[src/rtl/scan_cfg_pkg.sv]
// Shared types and sizing helpers for the scan-chain configuration loader.
package scan_cfg_pkg;

  typedef enum logic [1:0] {
    IDLE,
    LOAD,
    FINISH
  } state_t;

  function automatic int words_for(input int len, input int w);
    return (len + w - 1) / w;
  endfunction

  // Bits taken from the final word of a session; a whole word when len divides evenly.
  function automatic int last_bits(input int len, input int w);
    return ((len % w) == 0) ? w : (len % w);
  endfunction

endpackage

[src/rtl/scan_piso.sv]
// Parallel-in/serial-out word shifter, LSB first, with a count of bits still to send.
module scan_piso #(
  parameter int WORD_W = 32,
  parameter int REM_W  = $clog2(WORD_W + 1)
) (
  input  logic              clk,
  input  logic              rst_n,
  input  logic              load,
  input  logic [WORD_W-1:0] data,
  input  logic [REM_W-1:0]  nbits,
  input  logic              shift,
  output logic              sbit,
  output logic [REM_W-1:0]  rem,
  output logic              empty,
  output logic              last
);

  logic [WORD_W-1:0] sreg;

  always_ff @(posedge clk) begin
    if (!rst_n) begin
      rem <= '0;
    end else if (load) begin
      rem <= nbits;
    end else if (shift && !empty) begin
      rem <= rem - REM_W'(1);
    end
  end

  // A load landing on the last shift replaces the word with no idle cycle.
  always_ff @(posedge clk) begin
    if (load) begin
      sreg <= data;
    end else if (shift) begin
      sreg <= sreg >> 1;
    end
  end

  assign empty = (rem == '0);
  assign last  = (rem == REM_W'(1));
  assign sbit  = sreg[0] & ~empty;

endmodule

[src/rtl/scan_config_loader.sv]
// Serializes host config words onto one SRL mux scan chain and reports completion.
// Optional macro SCAN_READBACK_EN adds capture of the previous chain contents on R_DATA/R_VALID.
module scan_config_loader
  import scan_cfg_pkg::*;
#(
  parameter int CHAIN_LEN = 992,
  parameter int WORD_W    = 32,
  parameter int CNT_W     = $clog2(CHAIN_LEN + 1)
) (
  input  logic              CLK,
  input  logic              RST_N,
  input  logic              START,
  input  logic [WORD_W-1:0] S_DATA,
  input  logic              S_VALID,
  output logic              S_READY,
  output logic              SIN,
  output logic              CE,
  input  logic              SOUT,
  output logic              BUSY,
  output logic              DONE,
  output logic [CNT_W-1:0]  BIT_CNT
`ifdef SCAN_READBACK_EN
  ,
  output logic [WORD_W-1:0] R_DATA,
  output logic              R_VALID
`endif
);

  localparam int WORDS  = words_for(CHAIN_LEN, WORD_W);
  localparam int LAST_N = last_bits(CHAIN_LEN, WORD_W);
  localparam int REM_W  = $clog2(WORD_W + 1);
  localparam int WCNT_W = $clog2(WORDS + 1);

  state_t             state, state_nxt;
  logic [WCNT_W-1:0]  words_acc;
  logic               more_words;
  logic               accept;
  logic               session_start;
  logic               final_shift;
  logic [REM_W-1:0]   load_bits;
  logic               p_empty;
  logic               p_last;
  logic [REM_W-1:0]   unused_rem;

  assign more_words    = (words_acc != WCNT_W'(WORDS));
  assign accept        = S_VALID && S_READY;
  assign session_start = (state == IDLE) && START;
  assign final_shift   = CE && (BIT_CNT == CNT_W'(CHAIN_LEN - 1));
  assign load_bits     = (words_acc == WCNT_W'(WORDS - 1)) ? REM_W'(LAST_N) : REM_W'(WORD_W);

  scan_piso #(
    .WORD_W (WORD_W),
    .REM_W  (REM_W)
  ) u_piso (
    .clk   (CLK),
    .rst_n (RST_N),
    .load  (accept),
    .data  (S_DATA),
    .nbits (load_bits),
    .shift (CE),
    .sbit  (SIN),
    .rem   (unused_rem),
    .empty (p_empty),
    .last  (p_last)
  );

  // The shifter only holds bits during LOAD, so its occupancy is the chain enable.
  assign CE   = ~p_empty;
  assign BUSY = (state != IDLE);

  always_comb begin
    state_nxt = state;
    S_READY   = 1'b0;
    case (state)
      IDLE: begin
        if (START) state_nxt = LOAD;
      end
      LOAD: begin
        S_READY = more_words && (p_empty || p_last);
        if (final_shift) state_nxt = FINISH;
      end
      FINISH: begin
        state_nxt = IDLE;
      end
      default: begin
        state_nxt = IDLE;
      end
    endcase
  end

  always_ff @(posedge CLK) begin
    if (!RST_N) begin
      state     <= IDLE;
      words_acc <= '0;
      BIT_CNT   <= '0;
      DONE      <= 1'b0;
    end else begin
      state <= state_nxt;
      if (session_start) begin
        words_acc <= '0;
        BIT_CNT   <= '0;
        DONE      <= 1'b0;
      end else begin
        if (accept) words_acc <= words_acc + WCNT_W'(1);
        if (CE && (BIT_CNT != CNT_W'(CHAIN_LEN))) BIT_CNT <= BIT_CNT + CNT_W'(1);
        if (state == FINISH) DONE <= 1'b1;
      end
    end
  end

`ifdef SCAN_READBACK_EN
  localparam int IDX_W = (WORD_W > 1) ? $clog2(WORD_W) : 1;

  logic [WORD_W-1:0] cap, cap_nxt;
  logic [IDX_W-1:0]  cap_idx;

  always_comb begin
    cap_nxt          = cap;
    cap_nxt[cap_idx] = SOUT;
  end

  // SOUT shows the bit being pushed out of the chain, i.e. the previous configuration.
  always_ff @(posedge CLK) begin
    if (!RST_N) begin
      R_DATA  <= '0;
      R_VALID <= 1'b0;
      cap     <= '0;
      cap_idx <= '0;
    end else begin
      R_VALID <= 1'b0;
      if (session_start) begin
        cap     <= '0;
        cap_idx <= '0;
      end else if (CE) begin
        if ((cap_idx == IDX_W'(WORD_W - 1)) || final_shift) begin
          R_DATA  <= cap_nxt;
          R_VALID <= 1'b1;
          cap     <= '0;
          cap_idx <= '0;
        end else begin
          cap     <= cap_nxt;
          cap_idx <= cap_idx + IDX_W'(1);
        end
      end
    end
  end
`else
  logic unused_sout;
  assign unused_sout = SOUT;
`endif

endmodule

[config.mk]
export PLATFORM = sky130hd
export DESIGN_NAME = scan_config_loader
export DESIGN_NICKNAME = d
export VERILOG_FILES = /design/src/rtl/scan_cfg_pkg.sv /design/src/rtl/scan_piso.sv /design/src/rtl/scan_config_loader.sv
export SDC_FILE = /design/constraint.sdc
export NUM_CORES = 1
export LEC_CHECK = 0
export CORE_ASPECT_RATIO = 1.75
export CORE_MARGIN = 2
export CORE_UTILIZATION = 40
export DETAILED_ROUTE_END_ITERATION = 10
export GPL_TIMING_DRIVEN = 1
export SKIP_CTS_REPAIR_TIMING = 1
export SLEW_MARGIN = 15
export SYNTH_ARGS = -nofsm -noshare
export SYNTH_HDL_FRONTEND = slang
export SYNTH_SLANG_ARGS = --single-unit
[constraint.sdc]
create_clock -name CLK -period 3.3 [get_ports CLK]
set_input_delay 0.33 -clock CLK [delete_from_list [all_inputs] [get_ports CLK]]
set_output_delay 0.33 -clock CLK [all_outputs]
set_load 0.05 [all_outputs]
* After elaboration in Yosys (flattened, before gate mapping)
Index checks and enable logic that the tools add are counted.
** Word-level totals
- Register bits after elaboration :: 56
- Latch bits :: 0
- Bits in writable memories :: 0
- ROM bits :: 0
- Input port bits :: 37
- Output and inout bits :: 15
- Memories kept :: 0
** Operators by class
- $add $sub $neg :: 3
- Multiply operators :: 0
- Divide/modulo/power cells :: 0
- Magnitude comparators :: 0
- Equal/unequal tests :: 9
- Shift-type cells :: 0
- Muxes and demuxes :: 8
- Bitwise gates (word level) :: 3
- Reductions and logical operators :: 15
** Operators with widths (number)
- two-way mux 32 bit :: 2
- two-way mux 6 bit :: 2
- adder 10 x 1 -> 10 bit (second input constant) :: 1
- == test 10 bit (second input constant) :: 1
- != test 10 bit (second input constant) :: 1
- == test 6 x 1 -> 1 bit (second input constant) :: 1
- logical AND 1 bit :: 6
- logical NOT 6 bit :: 1
- != test 2 bit (second input constant) :: 3
- subtractor 6 x 1 -> 6 bit (second input constant) :: 1
- adder 5 x 1 -> 5 bit (second input constant) :: 1
- != test 5 bit (second input constant) :: 1
- two-way mux 2 bit :: 2
- one-hot mux 2 bit (2 select lines) :: 1
- nonzero test 2 bit :: 2
- OR reduction 2 bit :: 2
- == test 2 x 1 -> 1 bit (second input constant) :: 1
- == test 2 bit (second input constant) :: 1
- logical NOT 2 bit :: 1
- inverter 1 bit :: 2
- AND reduction 2 bit :: 1
- bitwise AND 1 bit :: 1
- logical NOT 1 bit :: 1
- logical OR 1 bit :: 1
- two-way mux 1 bit :: 1

* Longest topological paths before layout
- Depth in word-level cells :: 6
- Mapped depth :: 8
- Mapped depth without buffers :: 7

* Modules after synthesis
From an unflattened synthesis, not the netlist that was laid out.
** Second synthesis, totals
- Cells, all modules :: 231
- Area total of the unflattened synthesis :: 2751.4 sq um
** By module, submodules not included
- scan_piso :: instances 1, cells an instance 121, area an instance 1781.7 sq um, seq. area each 1081.0 sq um
- scan_config_loader :: instances 1, cells an instance 110, area an instance 969.7 sq um, seq. area each 360.3 sq um

* Least setup slack after synthesis
OpenSTA, ideal clock, no wires.
- Path type :: reg2reg
- From :: reg words_acc[0]
- To :: reg u_piso.sreg[0] (enable)
- Library setup time :: 0.389 ns
- Arrival time :: 2.195 ns
- Data required time :: 2.911 ns
- Setup slack :: 0.716 ns
- Cell stages (with the launch flop) :: 8
- Cell sequence :: dfxtp_1 ha_1 and3_1 ha_1 nor3b_2 o2111ai_4 buf_6 nand2_1
** On the way
- Word-level cells in the longest chain between the ends :: 5
** RTL lines
- start, declared :: line scan_config_loader.sv:35 : logic [WCNT_W-1:0] words_acc;
- start signal, assigned :: line scan_config_loader.sv:104 : if (accept) words_acc <= words_acc + WCNT_W'(1);
- != test 5 bit :: line scan_config_loader.sv:45 : assign more_words = (words_acc != WCNT_W'(WORDS));
- logical AND 1 bit :: line scan_config_loader.sv:79 : S_READY = more_words && (p_empty || p_last);
- two-way mux 1 bit :: line scan_config_loader.sv:74 : case (state)
- logical AND 1 bit :: line scan_config_loader.sv:46 : assign accept = S_VALID && S_READY;
- != test 2 bit (no line)
- end signal, assigned :: line scan_piso.sv:33 : sreg <= data;
- end signal, assigned :: line scan_piso.sv:35 : sreg <= sreg >> 1;
- end, declared :: line scan_piso.sv:18 : logic [WORD_W-1:0] sreg;
No other way between the ends.
A chain may end at the register's enable or synchronous reset.

* Worst setup path after layout
- From :: reg u_piso.rem[0]
- To :: out SIN
** On the way
- Word-level cells in the longest chain between the ends :: 3
** RTL lines
- start, declared :: line scan_piso.sv:13 : output logic [REM_W-1:0] rem,
- start signal, assigned :: line scan_piso.sv:24 : rem <= nbits;
- start signal, assigned :: line scan_piso.sv:26 : rem <= rem - REM_W'(1);
- logical NOT 6 bit :: line scan_piso.sv:39 : assign empty = (rem == '0);
- inverter 1 bit :: line scan_piso.sv:41 : assign sbit = sreg[0] & ~empty;
- bitwise AND 1 bit :: line scan_piso.sv:41
- end, declared :: line scan_config_loader.sv:16 : output logic SIN,
No other way between the ends.

==> results.sh <==
export IMPL_hold_depth=2
export IMPL_vdd_drop_max_uv=503
export IMPL_cts_root_buf="clkbuf_16"
export IMPL_diodes=0
export IMPL_port_buffers=50
export IMPL_cts_sinks=56
export IMPL_hold_start="DONE"
export IMPL_die_x_um=65.1
export IMPL_via_per_inst=4.99
export IMPL_start_kind="register"
export IMPL_grt_overflow_total=0
export IMPL_grt_start_max_net_pins=42
export IMPL_syn_avg_cell_area_sq_um=12.5
export IMPL_routabilityCongestion=0.737
export IMPL_antenna_left=0
export IMPL_netlist_area_sq_um=2610
export IMPL_fin_nets=305
export IMPL_track_usage=0.137
export IMPL_hold_violations=0
export IMPL_r2r_start="words_acc[0]"
export IMPL_path_class="register to primary output"
export IMPL_cts_tree="yes"
export IMPL_ys_async_sr_fraction=0
export IMPL_grt_pass1_wl_um=7800
export IMPL_arrival_ps=2630
export IMPL_min_period_over_period=0.896
export IMPL_p_per_area_nw_per_um2=844
export IMPL_cts_buffers=5
export IMPL_p_leak_nw=1.21
export IMPL_rr_worst_depth=8
export IMPL_die_h_um=111
export IMPL_hold_path_class="register to register"
export IMPL_multiInputGateArea_sq_um=1060
export IMPL_seq_area_sq_um=1440
export IMPL_pre_cts_ws_ps=634
export IMPL_whs_endpoint="DONE"
export IMPL_first_pass_iters=4
export IMPL_io_pins=52
export IMPL_placed_area_sq_um=3170
export IMPL_avgRoutedWirePerCell_um=13.6
export IMPL_fin_ws_ps=342
export IMPL_synth_cells=208
export IMPL_drive_gt1_frac=0.179
export IMPL_yosys_warnings=0
export IMPL_clockBufferDepth=2
export IMPL_yosysTopAreaCell="edfxtp_1"
export IMPL_synth_edf_count=32
export IMPL_slew_headroom=0.587
export IMPL_ys_types=38
export IMPL_synth_nets=252
export IMPL_path_max_fanout=11
export IMPL_report_final_slew_viol_count=0
export IMPL_cts_max_level=2
export IMPL_setup_violations=0
export IMPL_worstMarginPinSlew_ps=604
export IMPL_grt_setup_unrepaired="no"
export IMPL_clk_latency_ps=290
export IMPL_std_cell_rows=39
export IMPL_cp_required_ps=2970
export IMPL_routed_wl_um=4680
export IMPL_ys_ff_latch=56
export IMPL_reg2reg_slack_ps=1030
export IMPL_cp_end_kind="primary output"
export IMPL_fmaxAchievable_mhz=338
export IMPL_drc=0
export IMPL_areaGrowthSynthToFinish_pct=27.1
export IMPL_drtIter0Drc=66
export IMPL_final_cell_area_sq_um=3320
export IMPL_r2r_end="words_acc[3]"
export IMPL_synth_area_top_cells="edfxtp_1 37%, dfxtp_1 18%, mux2_2 13%"
export IMPL_status="finished, final reports clean"
export IMPL_yosysSeqAreaShare=0.552
export IMPL_start_util=0.405
export IMPL_synth_top_area_frac=0.368
export IMPL_ys_flop_type="edfxtp_1"
export IMPL_maxCapViolations=0
export IMPL_dp_hpwl_um=3320
export IMPL_path_clk_slew_ps=70
export IMPL_dieArea_sq_um=7210
export IMPL_skew_ps=8.50
export IMPL_fin_crit_ps=2960
export IMPL_fp_coreArea_sq_um=6440
export IMPL_grt_pass1_vias=1697
export IMPL_antenna_found_initial=0
export IMPL_fin_tns_setup_ps=0
export IMPL_via_count=1718
export IMPL_fillerInstances=598
stage by stage:
step | total power [mW] | hold WS, ps | cells | util
2_1_floorplan | 2.04 | 454 | 208 | -
3_3_place_gp | 2.30 | 457 | 336 | 0.492
3_5_place_dp | 2.31 | 462 | 336 | 0.492
4_1_cts | 2.85 | 485 | 344 | 0.515
5_1_grt | 2.98 | 520 | 344 | 0.515
6_report | 2.80 | 477 | 344 | 0.515
power by group:
group | switching, mW | total [mW] | internal, mW
Sequential | 0.102 | 1.25 | 1.14
Combinational | 0.584 | 1.03 | 0.448
Clock | 0.240 | 0.523 | 0.283
Total | 0.927 | 2.80 | 1.87
flip-flops by register name, summed over array words and instances, names as in the netlist:
name / flops
BIT_CNT: 10
words_acc: 5
u_piso.rem: 6
state: 2
DONE: 1
u_piso.sreg: 32
final cells by class:
class                           count  area share
Sequential cell                    56       0.434
Tap cell                           82      0.0309
Inverter                           12      0.0136
Timing Repair Buffer               53       0.158
Clock inverter                      3     0.00641
Clock buffer                        5      0.0377
Multi-Input combinational cell    133       0.319
synthesized netlist by cell type (all sizes together), types with 2 or more instances:
cell	number
and4	2
or4	2
xor2	2
nand2	9
a211oi	4
nor4b	2
a2111oi	2
a21oi	8
nand3	7
ha	7
inv	12
and2	2
nor2	18
xnor2	7
dfxtp	24
or3	3
o21ai	5
mux2i	4
nor3b	2
nor4	3
clkbuf	2
buf	5
edfxtp	32
mux2	31
nand4	3
and3	3
layout by cell type (no fill, tap or decap), types with 2 or more instances in the layout:
master	instances
nor2_1	18
dfxtp_1	24
inv_1	12
and3_1	3
mux2i_1	4
xnor2_1	7
nand3_1	7
or3_1	3
and2_1	2
nor4b_1	2
a211oi_1	4
nand4_1	3
or4_1	2
and4_1	2
xor2_1	2
ha_1	7
nand2_1	9
o21ai_0	5
clkbuf_16	5
a21oi_1	8
clkdlybuf4s50_1	50
mux2_2	30
buf_4	3
edfxtp_1	32
per-layer routing:
layer | vias up | wire length, um | global-route usage | part of all wire
met1 | 812 | 1960 | 0.160 | 0.42
met5 | - | 0 | 0 | 0
li1 | 865 | - | - | -
met2 | 34 | 2450 | 0.242 | 0.52
met3 | 7 | 181 | 0.0223 | 0.039
met4 | 0 | 88 | 0.0583 | 0.019
how the worst max path moves through the flow:
stage                   from             end  slack (ps)  cells past startpoint
2_1_floorplan   words_acc[0]  u_piso.sreg[0]         720                      7
3_3_place_gp   u_piso.rem[0]             SIN         650                      6
3_5_place_dp   u_piso.rem[0]             SIN         630                      6
4_1_cts        u_piso.rem[0]             SIN         300                      6
5_1_grt        u_piso.rem[1]             SIN         160                      6
6_report       u_piso.rem[0]             SIN         340                      6
kinds of logic (layout without fill, tap and decap cells):
| group | Yosys count | after routing | synth area share |
|---|---|---|---|
| buffers and inverters | 19 | 73 | 0.0417 |
| multiplexers | 35 | 35 | 0.149 |
| AO/OA/AOI/OAI | 23 | 23 | 0.0657 |
| AND/OR/NAND/NOR | 59 | 59 | 0.128 |
| flip-flops | 56 | 56 | 0.552 |
| XOR/XNOR | 9 | 9 | 0.0302 |
| adder cells (fa/ha/maj) | 7 | 7 | 0.0336 |
critical path, stage by stage (launching register included):
cell,delay (ps)
dfxtp_1,330
inv_1,110
ha_1,390
and2_1,420
inv_1,200
and2_1,200
clkdlybuf4s50_1,690
Power figures use the tool's default switching activity.
